--- config.mk ---
export PLATFORM = sky130hd
export DESIGN_NAME = alu_issue
export DESIGN_NICKNAME = d
export VERILOG_FILES = /design/src/rtl/rv_pkg.sv /design/src/rtl/alu_issue_decode.sv /design/src/rtl/alu_issue.sv
export SDC_FILE = /design/constraint.sdc
export NUM_CORES = 1
export LEC_CHECK = 0
export ABC_AREA = 1
export ABC_CLOCK_PERIOD_IN_PS = 1600
export CELL_PAD_IN_SITES_DETAIL_PLACEMENT = 1
export CELL_PAD_IN_SITES_GLOBAL_PLACEMENT = 1
export CORE_MARGIN = 8
export CORE_UTILIZATION = 36
export DETAILED_ROUTE_END_ITERATION = 6
export PLACE_DENSITY_LB_ADDON = 0.1
export SYNTH_ARGS = -nofsm -noshare
export SYNTH_HDL_FRONTEND = slang
export SYNTH_SLANG_ARGS = --single-unit
export TNS_END_PERCENT = 5
--- constraint.sdc ---
create_clock -name clk -period 1.6 [get_ports clk]
set_input_delay 0.32 -clock clk [delete_from_list [all_inputs] [get_ports clk]]
set_output_delay 0.32 -clock clk [all_outputs]
set_load 0.01 [all_outputs]
--- src/rtl/rv_pkg.sv ---
// Shared RV32I decode constants and the issue-entry record held by the
// main and skid registers of the ALU issue stage.
package rv_pkg;

    localparam logic [6:0] OPC_OP     = 7'b0110011;
    localparam logic [6:0] OPC_OP_IMM = 7'b0010011;
    localparam logic [6:0] OPC_LUI    = 7'b0110111;
    localparam logic [6:0] OPC_AUIPC  = 7'b0010111;

    localparam logic [2:0] ALU_ADD  = 3'b000;
    localparam logic [2:0] ALU_SLL  = 3'b001;
    localparam logic [2:0] ALU_SLT  = 3'b010;
    localparam logic [2:0] ALU_SLTU = 3'b011;
    localparam logic [2:0] ALU_XOR  = 3'b100;
    localparam logic [2:0] ALU_SRL  = 3'b101;
    localparam logic [2:0] ALU_OR   = 3'b110;
    localparam logic [2:0] ALU_AND  = 3'b111;

    localparam logic [6:0] FUNCT7_BASE = 7'b0000000;
    localparam logic [6:0] FUNCT7_ALT  = 7'b0100000;

    typedef struct packed {
        logic [31:0] in1;
        logic [31:0] in2;
        logic [2:0]  op;
        logic        qual;
        logic [4:0]  rd;
        logic        rd_we;
        logic        illegal;
        logic [31:0] pc;
    } issue_entry_t;

endpackage

--- src/rtl/alu_issue_decode.sv ---
// Combinational decoder for the OP, OP-IMM, LUI and AUIPC classes,
// producing one ALU issue entry per instruction.
module alu_issue_decode
    import rv_pkg::*;
(
    input  logic [31:0]  instr,
    input  logic [31:0]  pc,
    input  logic [31:0]  rs1,
    input  logic [31:0]  rs2,
    output issue_entry_t entry
);

    logic [6:0] opcode;
    logic [2:0] funct3;
    logic [6:0] funct7;
    logic       legal;

    assign opcode = instr[6:0];
    assign funct3 = instr[14:12];
    assign funct7 = instr[31:25];

    always_comb begin
        entry = '0;
        legal = 1'b0;
        case (opcode)
            OPC_OP: begin
                entry.in1 = rs1;
                entry.in2 = rs2;
                entry.op  = funct3;
                entry.qual = instr[30];
                legal = (funct7 == FUNCT7_BASE) ||
                        ((funct7 == FUNCT7_ALT) && ((funct3 == ALU_ADD) || (funct3 == ALU_SRL)));
            end
            OPC_OP_IMM: begin
                entry.in1 = rs1;
                entry.in2 = {{20{instr[31]}}, instr[31:20]};
                entry.op  = funct3;
                // Only the right shift uses bit 30 as a qualifier; ADDI must never subtract
                entry.qual = (funct3 == ALU_SRL) ? instr[30] : 1'b0;
                if (funct3 == ALU_SLL)
                    legal = (funct7 == FUNCT7_BASE);
                else if (funct3 == ALU_SRL)
                    legal = (funct7 == FUNCT7_BASE) || (funct7 == FUNCT7_ALT);
                else
                    legal = 1'b1;
            end
            OPC_LUI: begin
                entry.in2 = {instr[31:12], 12'b0};
                legal = 1'b1;
            end
            OPC_AUIPC: begin
                entry.in1 = pc;
                entry.in2 = {instr[31:12], 12'b0};
                legal = 1'b1;
            end
            default: legal = 1'b0;
        endcase

        if (!legal) begin
            entry.in1  = '0;
            entry.in2  = '0;
            entry.op   = ALU_ADD;
            entry.qual = 1'b0;
        end

        entry.rd      = instr[11:7];
        entry.rd_we   = legal && (instr[11:7] != 5'd0);
        entry.illegal = !legal;
        entry.pc      = pc;
    end

endmodule

--- src/rtl/alu_issue.sv ---
// ALU issue stage: decodes an instruction and holds it in a registered
// output slot backed by one skid entry so in_ready_o is fully registered.
module alu_issue
    import rv_pkg::*;
#(
    parameter int XLEN = 32
) (
    input  logic            clk,
    input  logic            rst_n,
    input  logic            flush_i,
    input  logic            in_valid_i,
    output logic            in_ready_o,
    input  logic [XLEN-1:0] instr_i,
    input  logic [XLEN-1:0] pc_i,
    input  logic [XLEN-1:0] rs1_data_i,
    input  logic [XLEN-1:0] rs2_data_i,
    output logic            out_valid_o,
    input  logic            out_ready_i,
    output logic [XLEN-1:0] alu_in1_o,
    output logic [XLEN-1:0] alu_in2_o,
    output logic [2:0]      alu_op_o,
    output logic            alu_op_qual_o,
    output logic [4:0]      rd_o,
    output logic            rd_we_o,
    output logic            illegal_o,
    output logic [XLEN-1:0] pc_o
);

    issue_entry_t dec_entry;
    issue_entry_t main_q;
    issue_entry_t skid_q;
    logic         main_valid;
    logic         skid_valid;
    logic         in_fire;
    logic         main_free;

    alu_issue_decode u_decode (
        .instr (instr_i),
        .pc    (pc_i),
        .rs1   (rs1_data_i),
        .rs2   (rs2_data_i),
        .entry (dec_entry)
    );

    assign in_ready_o = ~skid_valid;
    assign in_fire    = in_valid_i & in_ready_o;
    assign main_free  = ~main_valid | out_ready_i;

    // A waiting skid entry always refills main before any new input, keeping order
    always_ff @(posedge clk or negedge rst_n) begin
        if (!rst_n) begin
            main_q     <= '0;
            skid_q     <= '0;
            main_valid <= 1'b0;
            skid_valid <= 1'b0;
        end else if (flush_i) begin
            main_valid <= 1'b0;
            skid_valid <= 1'b0;
        end else if (main_free) begin
            if (skid_valid) begin
                main_q     <= skid_q;
                main_valid <= 1'b1;
                skid_valid <= 1'b0;
            end else begin
                main_valid <= in_fire;
                if (in_fire)
                    main_q <= dec_entry;
            end
        end else if (in_fire) begin
            skid_q     <= dec_entry;
            skid_valid <= 1'b1;
        end
    end

    assign out_valid_o   = main_valid;
    assign alu_in1_o     = main_q.in1;
    assign alu_in2_o     = main_q.in2;
    assign alu_op_o      = main_q.op;
    assign alu_op_qual_o = main_q.qual;
    assign rd_o          = main_q.rd;
    assign rd_we_o       = main_q.rd_we;
    assign illegal_o     = main_q.illegal;
    assign pc_o          = main_q.pc;

endmodule

# ---- Yosys cells after proc, flatten, opt, wreduce, memory -nomap -nowiden
# Index checks and enable logic that the tools add are counted.
dict set report totals {
  elab_cells 63
  out_inout_bits 109
  romBits 0
  ramBits 0
  latch_bits 0
  input_bits 133
  mem_count 0
  reg_bits 216
}
dict set report classes {
  n_shift 0
  multipliers 0
  add_sub_neg 0
  n_lt_le_gt_ge 0
  eq_ne 7
  div 0
  n_mux 16
  n_reduce_logical 16
  n_bitwise 6
}
# operator n
set ops {}
lappend ops {{2-to-1 mux 107 bit} 2}
lappend ops {{case mux 32 bit (3 select lines)} 1}
lappend ops {{2-to-1 mux 68 bit} 1}
lappend ops {{case mux 32 bit (2 select lines)} 1}
lappend ops {{equality test 7 x 6 -> 1 bit, second input constant} 3}
lappend ops {{equality test 7 x 5 -> 1 bit, second input constant} 2}
lappend ops {{2-to-1 mux 1 bit} 9}
lappend ops {{case mux 4 bit (2 select lines)} 1}
lappend ops {{logical NOT 7 bit} 1}
lappend ops {{AND reduction 3 bit} 2}
lappend ops {{nonzero test 5 bit} 1}
lappend ops {{inverter 1 bit} 4}
lappend ops {{nonzero test 2 bit} 2}
lappend ops {{OR reduction 2 bit} 2}
lappend ops {{equality test 3 x 1 -> 1 bit, second input constant} 1}
lappend ops {{equality test 3 bit, second input constant} 1}
lappend ops {{logical NOT 3 bit} 1}
lappend ops {{logical OR 1 bit} 3}
lappend ops {{case mux 1 bit (3 select lines)} 1}
lappend ops {{nonzero test 3 bit} 1}
lappend ops {{logical AND 1 bit} 2}
lappend ops {{bitwise AND 1 bit} 1}
lappend ops {{logical NOT 1 bit} 1}
lappend ops {{OR 1 bit} 1}

# ---- Longest topological paths before layout
dict set report logic_depth {
  word_depth 8
  mapped_depth 12
  ltp_nobuf 11
}

# ---- Modules after synthesis
# Synthesis repeated with hierarchy kept, for this count alone.
dict set report unflattened {
  hier_cells 1726
  area_unflattened_um2 11862.6
}
# mod cells_per_inst instances seq_area_each_um2 area_each_um2
set modules_own_cells {}
lappend modules_own_cells {alu_issue 1285 1 5405.2 9758.1}
lappend modules_own_cells {alu_issue_decode 441 1 0.0 2104.5}

# ---- Worst setup path after synthesis
# OpenSTA, ideal clock, no wires.
dict set report synth_timing {
  kind {register -> register}
  startpoint {reg main_valid (netlist: out_valid_o)}
  endpoint {reg skid_q[26] in the netlist's numbering}
  n_path_buf 3
  period_less_slack_ns 1.510
  t_required_ns 1.470
  arrival_ns 1.379
  slack_ns 0.090
  setup_time_ns 0.130
  path_stages_with_launch 11
  path_cell_list {dfrtp_1 inv_1 nor2_1 inv_1 nor2_1 nand3_1 buf_2 buf_2 buf_2 nand2_1 o21ai_0}
}
dict set report synth_between {
  elab_chain_len 4
}
# element line
set synth_lines {}
lappend synth_lines {{start: declaration} alu_issue.sv:32} ;# logic main_valid;
lappend synth_lines {{start signal: assignment} alu_issue.sv:65} ;# main_valid <= in_fire;
lappend synth_lines {{inverter 1 bit} alu_issue.sv:47} ;# assign main_free = ~main_valid | out_ready_i;
lappend synth_lines {{OR 1 bit} alu_issue.sv:47}
lappend synth_lines {{inverter 1 bit (no line)} --}
lappend synth_lines {{AND reduction 3 bit (no line)} --}
lappend synth_lines {{end signal: assignment} alu_issue.sv:70} ;# skid_q <= dec_entry;
lappend synth_lines {{end: declaration} alu_issue.sv:31} ;# issue_entry_t skid_q;
# Every way passes these cells.
# A chain may end at the register's enable or synchronous reset.

# ---- Worst setup path after layout
dict set report layout_timing {
  startpoint {reg skid_valid}
  endpoint {out in_ready_o}
}
dict set report layout_between {
  elab_chain_len 1
}
# element line
set layout_lines {}
lappend layout_lines {{start: declaration} alu_issue.sv:33} ;# logic skid_valid;
lappend layout_lines {{start signal: assignment} alu_issue.sv:55} ;# skid_valid <= 1'b0;
lappend layout_lines {{start signal: assignment} alu_issue.sv:58} ;# skid_valid <= 1'b0;
lappend layout_lines {{start signal: assignment} alu_issue.sv:63} ;# skid_valid <= 1'b0;
lappend layout_lines {{inverter 1 bit} alu_issue.sv:45} ;# assign in_ready_o = ~skid_valid;
lappend layout_lines {{end: declaration} alu_issue.sv:12} ;# output logic in_ready_o,
# Every way passes these cells.

==> impl_metrics.json <==
{
  "cts_tree": "done",
  "drv_cap": 0,
  "period_share": 0.9666,
  "finalSetupTns_ps": 0,
  "fp.dieArea_um2": 34560,
  "portBuffers": 241,
  "max_stage_delay_ps": 430,
  "whs_ps": 270.4,
  "ir_drop_mv": 0.5546,
  "path_max_fanout": 7,
  "ys.flop_type": "dfrtp_1",
  "slowest_stage": "dfrtp_1",
  "start_kind": "flip-flop",
  "r2r_slack_ps": 80,
  "place_congestion": 0.8167,
  "n_fill_cell": 3578,
  "synthArstFlopShare": 1.000,
  "drt-total-wl_um": 37140,
  "seq_area_frac_synth": 0.5202,
  "cp_num_buf_inv": 2,
  "cp_cell_sequence": "inv_6 > buf_4",
  "htreeDepth": 1,
  "drtAntennaViolNets": 0,
  "syn-cell-area_um2": 10390,
  "fmax_ghz": 0.6466,
  "groute.usage.overall": 0.2075,
  "dp.cells": 2007,
  "rows": 62,
  "yosys_register_bits": 216,
  "synth_compound_area_frac": 0.1086,
  "status": "finished clean",
  "die_y_um": 185.9,
  "drt-pass1-iter-count": 4,
  "clk_pin_slew_ps": 60,
  "cts_made_buffers": 25,
  "clock_sinks": 216,
  "vias_per_cell": 4.905,
  "critPathRequiredTime_ps": 1280,
  "fin_nets": 1795,
  "ys_warn_count": 0,
  "start_util": 0.3640,
  "grt_pass1_wl_um": 58120,
  "grt.overflow.total": 0,
  "power_w": 0.01388,
  "synth_top_family_by_area": "simple AND/OR/NAND/NOR gates",
  "crit_family": "flip-flops",
  "synth-simple-area-share": 0.3101,
  "clock_tree.root_cell": "clkbuf_16",
  "fin_crit_ps": 1547,
  "synth_nets": 1546,
  "maxSlewViolCount": 0,
  "hold_path.class": "in2reg",
  "synth.avg_cell_area_um2": 7.354,
  "power.leakage_nw": 8.190,
  "power.density_nw_per_um2": 945.0,
  "grt_setup_unrepaired": "yes",
  "place_ws_ps": -615.5,
  "wl_per_cell_um": 17.97,
  "grt_pass1_vias": 10624,
  "fin_cells": 2066,
  "yosysUniqueCellTypes": 23,
  "crit_type": "reg2out",
  "num_vias": 10134,
  "grt_max_degree": 106,
  "syn_inst": 1413,
  "worst_pin_slew_ps": 510.7,
  "drt_iter0_drc": 653,
  "arrival_ps": 1230,
  "synth-adder-area-share": 0,
  "clock_latency_ps": 520,
  "fin_ws_ps": 53.43,
  "setup_viol": 0,
  "slew_headroom": 0.6596,
  "drive_gt1_frac": 0.08864,
  "area_growth_pct": 41.32,
  "skew_ps": 14.58,
  "synth_xor_area_frac": 0,
  "drc_errors": 0,
  "hpwl_um": 24890,
  "antenna_found_initial": 0,
  "cp-end-kind": "output pin",
  "synth_mux_area_frac": 0,
  "synth_edf_count": 0,
  "core_um2": 28550,
  "hold_viol_final": 0,
  "io_pins": 242,
  "clk_path_buf_depth": 3,
  "fp.dieW_um": 185.9
}
## path summary, 6_finish.rpt
check	from	end	depth (start not counted)
worst max-delay path	skid_valid	in_ready_o	2
worst min-delay path	instr_i[30]	skid_q[53]	5
worst max register to register	out_valid_o	alu_in1_o[9]	9
worst min register to register	alu_in2_o[23]	alu_in2_o[23]	2
max in group asynchronous	rst_n	skid_q[87]	3
min in group asynchronous	rst_n	skid_q[47]	2
## state kept, by name (all words and copies together), names as in the netlist
register,cells
out_valid_o,1
alu_in2_o,32
rd_o,5
illegal_o,1
alu_in1_o,32
alu_op_qual_o,1
rd_we_o,1
pc_o,32
skid_valid,1
skid_q,107
alu_op_o,3
## worst reg2reg max path: cells and delay by family, from the launching register on
family,cells,cell delay [ps]
buffers and inverters,4,540
flip-flops,1,350
AND/OR/NAND/NOR,5,520
## layer usage
layer	global-route usage	up-vias	share of wire
met3	0.04509	36	0.058
met5	0	-	0
met2	0.3518	203	0.48
li1	-	4928	-
met4	0.03779	0	0.013
met1	0.2708	4967	0.44
## metrics by stage
step	instance area, um2	utilization
after floorplan	10390	-
after global placement	13640	0.4779
after detailed placement	13640	0.4779
after CTS	14330	0.5018
after global routing	14680	0.5143
final	14690	0.5144
## cells in the mapped netlist (3+ instances only)
master / number / area, um2
nand2_1: 609 / 2286
dfrtp_1: 216 / 5405
nor2_1: 149 / 559.3
o21ai_0: 142 / 710.7
o21ai_1: 71 / 355.3
clkbuf_1: 58 / 217.7
nand3_1: 57 / 285.3
inv_1: 55 / 206.5
buf_2: 19 / 95.09
buf_1: 8 / 30.03
buf_6: 6 / 67.56
a21oi_1: 5 / 25.02
o211ai_1: 4 / 30.03
inv_2: 3 / 11.26
## layout make-up
cell class	count	area, um2	area share
diodes	1	2.502	0.0001704
clock buffers	35	713.2	0.04856
clock inverters	11	86.33	0.005879
inverters	58	227.7	0.01551
multi-input cells	1048	4449	0.3030
flip-flops and latches	216	5405	0.3681
well taps	384	480.5	0.03272
repair buffers	313	3321	0.2261
## report_power, final
| group | internal (W) | switching (W) | total, W |
|---|---|---|---|
| combinational | 0.000944 | 0.00109 | 0.00204 |
| sequential | 0.00597 | 0.000275 | 0.00624 |
| clock | 0.00327 | 0.00233 | 0.00559 |
## layout by cell type, fill, tap and decap left out, types with 36 or more instances in the layout
master,synthesis,final
buf_4,1,36
clkdlybuf4s50_1,0,115
dfrtp_1,216,216
dlygate4sd2_1,0,103
inv_1,55,51
nand2_1,609,598
nand3_1,57,56
nor2_1,149,143
o21ai_0,142,135
o21ai_1,71,78
## logic make-up after synthesis
logic type             count (synthesis)
AOI/OAI and AO/OA                    223
buffers and inverters                150
DFF                                  216
and+or+nand+nor                      824
## repair_timing
action,CTS,global route
endpoints found under the setup margin,149,141
pin swaps,2,11
resized for setup,121,58
setup buffers,0,2
hold buffers,1,0
gates cloned,0,9
hold endpoints to repair,41,0
No activity file was read; power rests on OpenSTA's default activity.
